<file path="src/rtl/seg_pkg.sv">
// Shared constants and width helpers for the seven-segment scan driver.
// Segment vectors are {g,f,e,d,c,b,a}, active-low.
package seg_pkg;

  localparam logic [6:0] SEG_OFF = 7'h7F;

  localparam logic [6:0] HEX_FONT [16] = '{
    7'h40, 7'h79, 7'h24, 7'h30, 7'h19, 7'h12, 7'h02, 7'h78,
    7'h00, 7'h10, 7'h08, 7'h03, 7'h46, 7'h21, 7'h06, 7'h0E
  };

  function automatic int cnt_width(input int prescale);
    return $clog2(prescale);
  endfunction

  function automatic int idx_width(input int digits);
    return $clog2(digits);
  endfunction

endpackage

</file>
<file path="src/rtl/hex7_decode.sv">
// Combinational hex nibble to active-low seven-segment decoder.
module hex7_decode
  import seg_pkg::*;
(
  input  logic [3:0] nibble,
  output logic [6:0] seg
);

  assign seg = HEX_FONT[nibble];

endmodule

</file>
<file path="src/rtl/seg_scan_driver.sv">
// Time-multiplexed common-anode seven-segment driver with frame-aligned
// commits and optional leading-zero blanking.
module seg_scan_driver
  import seg_pkg::*;
#(
  parameter int DIGITS   = 4,
  parameter int PRESCALE = 50000
) (
  input  logic                  clk,
  input  logic                  rst,
  input  logic                  enable,
  input  logic                  load,
  input  logic [4*DIGITS-1:0]   value,
  input  logic [DIGITS-1:0]     dp_in,
  input  logic                  lz_blank,
  output logic [6:0]            seg,
  output logic                  dp,
  output logic [DIGITS-1:0]     an,
  output logic                  frame
);

  localparam int CNT_W = cnt_width(PRESCALE);
  localparam int IDX_W = idx_width(DIGITS);

  typedef logic [DIGITS-1:0][3:0] nib_vec_t;

  nib_vec_t           pend_val, disp_val, disp_val_nxt;
  logic [DIGITS-1:0]  pend_dp, disp_dp, disp_dp_nxt;
  logic [CNT_W-1:0]   cnt, cnt_nxt;
  logic [IDX_W-1:0]   idx, idx_nxt;
  logic               tick, wrap;
  logic [DIGITS-1:0]  any_nz, blank;
  logic [3:0]         nib;
  logic [6:0]         font_seg;

  // NOTE: every signal gets a default at the top of an always_comb so no
  // path leaves it unassigned, which would otherwise infer a latch.
  always_comb begin
    tick         = enable && (cnt == CNT_W'(PRESCALE - 1));
    wrap         = tick && (idx == IDX_W'(DIGITS - 1));
    cnt_nxt      = '0;
    idx_nxt      = '0;
    disp_val_nxt = disp_val;
    disp_dp_nxt  = disp_dp;
    if (enable) begin
      cnt_nxt = tick ? '0 : cnt + 1'b1;
      idx_nxt = idx;
      if (tick) idx_nxt = wrap ? '0 : idx + 1'b1;
    end
    // A load coinciding with the wrap bypasses the pending register.
    if (wrap) begin
      disp_val_nxt = load ? nib_vec_t'(value) : pend_val;
      disp_dp_nxt  = load ? dp_in : pend_dp;
    end
  end

  // Prefix-OR from the most significant digit down: a digit is a leading
  // zero when it and everything above it is zero.
  always_comb begin
    any_nz[DIGITS-1] = |disp_val_nxt[DIGITS-1];
    for (int k = DIGITS - 2; k >= 0; k--)
      any_nz[k] = any_nz[k+1] | (|disp_val_nxt[k]);
    blank    = lz_blank ? ~any_nz : '0;
    blank[0] = 1'b0;
  end

  assign nib = disp_val_nxt[idx_nxt];

  hex7_decode u_dec (
    .nibble (nib),
    .seg    (font_seg)
  );

  // NOTE: sequential state uses non-blocking assignments so every register
  // samples pre-edge values; pending/display are plain registers and are
  // reset like the rest of the state.
  always_ff @(posedge clk or posedge rst) begin
    if (rst) begin
      cnt      <= '0;
      idx      <= '0;
      pend_val <= '0;
      pend_dp  <= '0;
      disp_val <= '0;
      disp_dp  <= '0;
      an       <= '1;
      seg      <= SEG_OFF;
      dp       <= 1'b1;
      frame    <= 1'b0;
    end else begin
      cnt      <= cnt_nxt;
      idx      <= idx_nxt;
      disp_val <= disp_val_nxt;
      disp_dp  <= disp_dp_nxt;
      frame    <= wrap;
      if (load) begin
        pend_val <= nib_vec_t'(value);
        pend_dp  <= dp_in;
      end
      // Outputs come from next-state idx/display so an, seg and dp move together.
      if (enable) begin
        an  <= ~(DIGITS'(1) << idx_nxt);
        seg <= blank[idx_nxt] ? SEG_OFF : font_seg;
        dp  <= ~disp_dp_nxt[idx_nxt];
      end else begin
        an  <= '1;
        seg <= SEG_OFF;
        dp  <= 1'b1;
      end
    end
  end

endmodule

</file>
<file path="config.mk">
export PLATFORM = sky130hd
export DESIGN_NAME = seg_scan_driver
export DESIGN_NICKNAME = d
export VERILOG_FILES = /design/src/rtl/seg_pkg.sv /design/src/rtl/hex7_decode.sv /design/src/rtl/seg_scan_driver.sv
export SDC_FILE = /design/constraint.sdc
export NUM_CORES = 1
export LEC_CHECK = 0
export BUFFER_PORTS_ARGS = -buffer_cell sky130_fd_sc_hd__buf_2
export CORE_MARGIN = 3
export CORE_UTILIZATION = 55
export CTS_CLUSTER_SIZE = 10
export DETAILED_ROUTE_END_ITERATION = 10
export GPL_ROUTABILITY_DRIVEN = 0
export GPL_TIMING_DRIVEN = 0
export PLACE_DENSITY = 0.76
export SLEW_MARGIN = 40
export SYNTH_ARGS = -nofsm -noshare
export SYNTH_HDL_FRONTEND = slang
export SYNTH_HIERARCHICAL = 1
export SYNTH_SLANG_ARGS = --single-unit
</file>
<file path="constraint.sdc">
create_clock -name clk -period 9.53 [get_ports clk]
set_input_delay 0 -clock clk [delete_from_list [all_inputs] [get_ports clk]]
set_output_delay 0 -clock clk [all_outputs]
set_load 0.01 [all_outputs]
</file>
==> flow_metrics.env, run 1 <==
export IMPL_required_ns=9.79
export IMPL_cp_end_kind="flip-flop"
export IMPL_syn_inst=279
export IMPL_multiInputGateArea_um2=1490
export IMPL_wl_per_cell_um=15.1
export IMPL_grt_remaining_overflow=0
export IMPL_antenna_cells=0
export IMPL_netlist_top_cells_count="dfrtp_1, mux2_2, nor2_1, mux2i_1, nand2_1"
export IMPL_cap_violations=0
export IMPL_synthMuxAreaShare=0.187
export IMPL_die_w_um=84.6
export IMPL_r2r_end="seg[3]"
export IMPL_synth_top_area_share=0.434
export IMPL_synth_area_leaders="dfrtp_1, mux2_2, dfstp_2, mux2i_1, ha_1"
export IMPL_cp_arrival_ns=3.95
export IMPL_cts_tree="yes"
export IMPL_synth_edff_count=0
export IMPL_track_usage=0.200
export IMPL_yosysMostFrequentCell="dfrtp_1"
export IMPL_cp_start_kind="flip-flop"
export IMPL_p_comb_frac=0.069
export IMPL_cts_path_max_buffers=2
export IMPL_postCtsHoldBufs=23
export IMPL_leakagePower_uw=0.00196
export IMPL_drc_errors=0
export IMPL_final_nets=384
export IMPL_initialDrtViolationCount=96
export IMPL_power_switching_uw=130
export IMPL_reg2reg_depth=13
export IMPL_insertion_delay_ns=0.35
export IMPL_r2r_start="cnt[0]"
export IMPL_swShare=0.213
export IMPL_vias_per_cell=5.37
export IMPL_finalPower_uw=612
export IMPL_die_h_um=84.6
export IMPL_fin_crit_sh=0.386
export IMPL_grt_pass1_vias=2402
export IMPL_crit_end="seg[3]"
export IMPL_hpwl_um=4530
export IMPL_ff2ff_setup_slack_ns=5.85
export IMPL_netlist_cell_type_count=47
export IMPL_status="finished, final reports clean"
export IMPL_rows=28
export IMPL_numClockSinks=71
export IMPL_worst_pin_slew_ns=0.642
export IMPL_min_path_type="input port to flip-flop"
export IMPL_ant_nets=0
export IMPL_slew_violations=0
export IMPL_start_util=0.571
export IMPL_crit_fanout=7
export IMPL_min_period_ns=3.68
export IMPL_final_fill_count=436
export IMPL_fmax_mhz=272
export IMPL_syn_area_um2=3400
export IMPL_core_area_um2=5960
export IMPL_grt_start_max_net_pins=43
export IMPL_worstSetupPathType="flip-flop to flip-flop"
export IMPL_grt_antenna_before_repair=0
export IMPL_rsz0062_at_grt="false"
export IMPL_startpoint="cnt[0]"
export IMPL_firstDrtPassIters=4
export IMPL_ir_drop_uv=93.2
export IMPL_synth_xor_area_share=0.0361
export IMPL_cts_root_buffer="clkbuf_8"
export IMPL_hold_viol_final=0
export IMPL_syn_avg_cell_area_um2=12.2
export IMPL_yosys_area_top_type="dfrtp_1"
export IMPL_maxSlewHeadroom=0.560
export IMPL_cts_setup_buffers=0
export IMPL_synth_simple_area_share=0.143
export IMPL_routed_wl_um=6480
export IMPL_synth_top_family_by_area="multiplexers"
export IMPL_dieArea_um2=7160
export IMPL_async_flop_share=1.00
export IMPL_power_frac_clock=0.413
export IMPL_synthAdderAreaFrac=0.0331
export IMPL_pin_count=38
export IMPL_final_setup_viol_count=0
export IMPL_fin_setup_tns_ns=0
export IMPL_drive_gt1_frac=0.327
export IMPL_yosysSeqAreaShare=0.527
export IMPL_cellPowerDensity_nw_per_um2=148
export IMPL_synthFlopType="dfrtp_1"
export IMPL_area_delta_synth_final_pct=21.5
export IMPL_cts_inserted_buffers=9
export IMPL_via_count=2311
export IMPL_grt_pass1_wl_um=11100
export IMPL_regArea_um2=1790
export IMPL_synth_compound_area_share=0.0386
export IMPL_synth_seq_cells=71
export IMPL_p_int_uw=482
export IMPL_skew_ns=0.00552
export IMPL_syn_num_nets=313
export IMPL_post_route_util=0.694
export IMPL_seqPwrFrac=0.517
export IMPL_clkTransAtPathRegs_ns=0.07
export IMPL_yosys_warnings=6
export IMPL_cts_resized=0
export IMPL_cts_htree_levels=3
export IMPL_portBuffers=36
==> registers in the layout, indices dropped and copies added, names as in the netlist <==
name and cells:
an 4, pend_dp 4, frame 1, disp_val 16, pend_val 16, dp 1
seg 7, idx 2, cnt 16, disp_dp 4
==> metal layers <==
metal,vias to the layer above,share of wire,global-route usage
li1,1125,-,-
met1,1130,0.44,0.238
met2,43,0.49,0.337
met3,13,0.037,0.0559
met4,0,0.026,0.0935
met5,-,0,0
==> layout by cell type, fill, tap and decap left out, types with 3 or more instances in the layout <==
cell / count
dfrtp_1: 59
buf_2: 41
mux2_2: 35
nor2_1: 25
dlygate4sd3_1: 23
mux2i_1: 18
nand2_1: 17
dfstp_2: 12
nand3_1: 9
xor2_1: 9
ha_1: 9
clkbuf_8: 9
inv_1: 7
nand3b_1: 7
and3_1: 6
and2_1: 5
nor4_1: 5
clkbuf_1: 5
xnor2_1: 5
a21oi_1: 4
nand4_1: 3
mux2_1: 3
==> power groups by stage <==
stage                     sequential [µW]  combinational (µW)  clock (µW)
after floorplan                       322                21.2           0
after global placement                322                33.4           0
after detailed placement              322                35.5           0
after CTS                             317                43.1         259
after global routing                  318                47.4         271
final                                 317                42.4         253
==> cell families (layout without fill, tap and decap cells) <==
family,count (synthesis),in the layout
xor gates and xnor gates,14,14
muxes,57,57
AOI/OAI and AO/OA,18,18
adders and majority gates,9,9
DFF,71,71
buffers and inverters,20,96
and+or+nand+nor,90,90
==> layout make-up <==
class,count,share of cell area
plain buffers,11,0.0200
clock buffers,12,0.0327
clock inverters,4,0.0170
inverters,9,0.00999
multi-input cells,188,0.360
flip-flops and latches,71,0.434
well taps,75,0.0227
repair buffers,60,0.104
==> worst min-delay path by stage <==
stage                        start            to  slack (ns)  depth (start not counted)
after detailed placement       rst       cnt[13]        0.01                          2
after global routing          load  disp_val[11]        0.12                          3
after CTS                     load  disp_val[11]         0.1                          3
after floorplan           dp_in[2]    pend_dp[2]        0.14                          2
after global placement    dp_in[2]    pend_dp[2]        0.25                          3
final                         load  disp_val[11]        0.11                          3
==> critical path, cell delays in order (launching register included) <==
cell and delay (ns):
dfrtp_1 0.41, ha_1 0.23, and3_1 0.17, buf_2 0.15, and2_1 0.19, a21boi_1 0.22
o21ai_1 0.13, inv_1 0.26, mux2i_1 0.61, inv_1 0.20, ha_1 0.32, inv_1 0.05
mux4_1 0.47, nand3b_1 0.16
==> per-stage QoR <==
step	hold WS (ns)	instances	setup slack (ns)	area [µm²]
6_report	0.106	430	5.85	4130
2_1_floorplan	0.138	279	6.33	3400
3_5_place_dp	0.0125	391	5.86	3700
5_1_grt	0.119	430	5.55	4130
4_1_cts	0.0983	430	5.86	4130
3_3_place_gp	0.250	390	5.90	3670
Power figures use the tool's default switching activity.
==> run 2, diff against run 1 <==
--- a/config.mk
+++ b/config.mk
@@ -7,12 +7,12 @@
 export LEC_CHECK = 0
 export BUFFER_PORTS_ARGS = -buffer_cell sky130_fd_sc_hd__buf_2
 export CORE_MARGIN = 3
-export CORE_UTILIZATION = 55
+export CORE_UTILIZATION = 52
 export CTS_CLUSTER_SIZE = 10
 export DETAILED_ROUTE_END_ITERATION = 10
 export GPL_ROUTABILITY_DRIVEN = 0
 export GPL_TIMING_DRIVEN = 0
-export PLACE_DENSITY = 0.76
+export PLACE_DENSITY = 0.75
 export SLEW_MARGIN = 40
 export SYNTH_ARGS = -nofsm -noshare
 export SYNTH_HDL_FRONTEND = slang
==> constraint.sdc (replaced) <==
create_clock -name clk -period 3.2 [get_ports clk]
set_input_delay 0 -clock clk [delete_from_list [all_inputs] [get_ports clk]]
set_output_delay 0 -clock clk [all_outputs]
set_load 0.01 [all_outputs]
==> flow_metrics.env, run 2 (synthesis results as in run 1) <==
export IMPL_portBuffers=36
export IMPL_worst_pin_slew_ns=0.498
export IMPL_fmax_mhz=311
export IMPL_cp_cell_sequence="ha_2 -> and3_4 -> buf_6 -> nand4_1 -> or2_4 -> inv_8 -> buf_12 -> mux2_2 -> mux2i_4 -> mux2i_4 -> buf_4 -> ha_4 -> mux4_1 -> nand3b_1"
export IMPL_fin_ws_ns=-0.0183
export IMPL_critical_path_top_delay_family="multiplexers"
export IMPL_seqPwrFrac=0.467
export IMPL_crit_path_max_incr_delay_ns=0.48
export IMPL_via_count=2499
export IMPL_area_delta_synth_final_pct=35.4
export IMPL_track_usage=0.203
export IMPL_cp_end_kind="flip-flop"
export IMPL_final_setup_viol_count=1
export IMPL_numClockSinks=71
export IMPL_dpl_cell_area_um2=3700
export IMPL_fin_crit_sh=1.01
export IMPL_rsz0062_at_grt="true"
export IMPL_cts_tree="yes"
export IMPL_crit_fanout=7
export IMPL_firstDrtPassIters=4
export IMPL_multiInputGateArea_um2=1650
export IMPL_ir_drop_uv=323
export IMPL_cp_slowest_cell="mux4_1"
export IMPL_power_switching_uw=418
export IMPL_min_period_ns=3.22
export IMPL_grt_remaining_overflow=0
export IMPL_core_area_um2=6130
export IMPL_maxSlewHeadroom=0.668
export IMPL_critPathBufInv=4
export IMPL_cts_htree_levels=3
export IMPL_initialDrtViolationCount=140
export IMPL_top_usage_layer="met2"
export IMPL_final_cell_mix="dfrtp_1, buf_2, mux2_2, buf_4, nor2_1"
export IMPL_grt_antenna_before_repair=0
export IMPL_cts_root_buffer="clkbuf_8"
export IMPL_grt_met3_usage=0.0407
export IMPL_leakagePower_uw=0.00215
export IMPL_insertion_delay_ns=0.35
export IMPL_gr_usage_met2=0.349
export IMPL_largestRegisters="cnt (16), disp_val (16), pend_val (16)"
export IMPL_place_inst=391
export IMPL_wl_per_cell_um=17.0
export IMPL_post_place_ws_ns=-0.482
export IMPL_skew_ns=0.0128
export IMPL_rows=28
export IMPL_violations="negative setup slack"
export IMPL_start_util=0.555
export IMPL_crit_top_cell="mux2i_4"
export IMPL_power_frac_clock=0.466
export IMPL_status="complete, but fails checks"
export IMPL_die_w_um=86.9
export IMPL_cts_path_max_buffers=2
export IMPL_fin_setup_tns_ns=-0.0183
export IMPL_final_fill_count=357
export IMPL_grt_start_max_net_pins=39
export IMPL_hold_viol_final=0
export IMPL_final_nets=412
export IMPL_regArea_um2=1790
export IMPL_cts_inserted_buffers=9
export IMPL_cellPowerDensity_nw_per_um2=439
export IMPL_grtUsageMet1=0.251
export IMPL_p_int_uw=1600
export IMPL_grt_pass1_vias=2452
export IMPL_required_ns=3.45
export IMPL_clkTransAtPathRegs_ns=0.07
export IMPL_cap_violations=0
export IMPL_dieArea_um2=7550
export IMPL_grt_pass1_wl_um=11600
export IMPL_cp_start_kind="flip-flop"
export IMPL_pin_count=38
export IMPL_cp_arrival_ns=3.47
export IMPL_final_common_cell="dfrtp_1"
export IMPL_slew_violations=0
export IMPL_die_h_um=86.9
export IMPL_p_comb_frac=0.067
export IMPL_drive_gt1_frac=0.444
export IMPL_worstSetupPathType="flip-flop to flip-flop"
export IMPL_final_cell_area_um2=4600
export IMPL_hpwl_um=4650
export IMPL_drc_errors=0
export IMPL_ant_nets=0
export IMPL_finalNonFillerCells=458
export IMPL_antenna_cells=0
export IMPL_min_path_type="input port to flip-flop"
export IMPL_post_route_util=0.751
export IMPL_routed_wl_um=7780
export IMPL_swShare=0.207
export IMPL_vias_per_cell=5.46
[run 2: cell count changes in the layout (fill, tap and decap cells not counted), moves of 4 or more]
cell	before	now
ha_1	9	5
buf_4	1	27
mux2_4	0	7
mux2_2	35	29
mux2i_1	18	12
[run 2: final timing paths]
kind / startpoint / endpoint / slack [ns] / depth (start not counted)
min in group asynchronous: rst / pend_val[3] / 0.17 / 3
max in group asynchronous: rst / seg[0] / 2.46 / 4
setup reg to reg: cnt[0] / seg[3] / -0.02 / 14
setup / recovery: cnt[0] / seg[3] / -0.02 / 14
hold reg to reg: pend_dp[0] / pend_dp[0] / 0.50 / 1
hold / removal: enable / cnt[1] / 0.01 / 2
[run 2: power by group through the flow]
stage,combinational [µW],clock [µW],sequential [µW]
final,136,941,943
after global routing,152,994,946
after CTS,132,949,942
after detailed placement,107,0,960
after global placement,99.9,0,958
after floorplan,63.1,0,960
[run 2: repair_timing]
action                     4_1_cts  5_1_grt
gates resized for setup         16       29
buffers inserted                12       16
hold buffers                    22        0
cloned                           0        1
hold endpoints to repair        81        0
setup endpoints to repair        7        4
pin swaps                        3       11
[run 2: area by class of cell]
type	instances	share of cell area
Buffer	11	0.0209
Clock buffer	9	0.0269
Clock inverter	7	0.0313
Inverter	9	0.0101
Multi-Input combinational cell	188	0.358
Sequential cell	71	0.390
Tap cell	75	0.0204
Timing Repair Buffer	88	0.143
[run 2: per-layer routing]
| metal | share of wire | vias to the layer above |
|---|---|---|
| met5 | 0 | - |
| met2 | 0.53 | 53 |
| met4 | 0.012 | 0 |
| met3 | 0.036 | 8 |
| li1 | - | 1187 |
| met1 | 0.43 | 1251 |
[run 2: worst register-to-register path: stages (launching register included)]
cell and delay, ns:
dfrtp_1 0.37, ha_2 0.20, and3_4 0.18, buf_6 0.11, nand4_1 0.10, or2_4 0.31, inv_8 0.09, buf_12 0.12
mux2_2 0.38, mux2i_4 0.19, mux2i_4 0.12, buf_4 0.16, ha_4 0.16, mux4_1 0.49, nand3b_1 0.17
[run 2: per-stage QoR]
stage | power [µW] | hold slack (ns)
2_1_floorplan | 1020 | 0.138
3_3_place_gp | 1060 | 0.248
3_5_place_dp | 1070 | 0.000232
4_1_cts | 2020 | 0.0143
5_1_grt | 2090 | 0.0155
6_report | 2020 | 0.0135
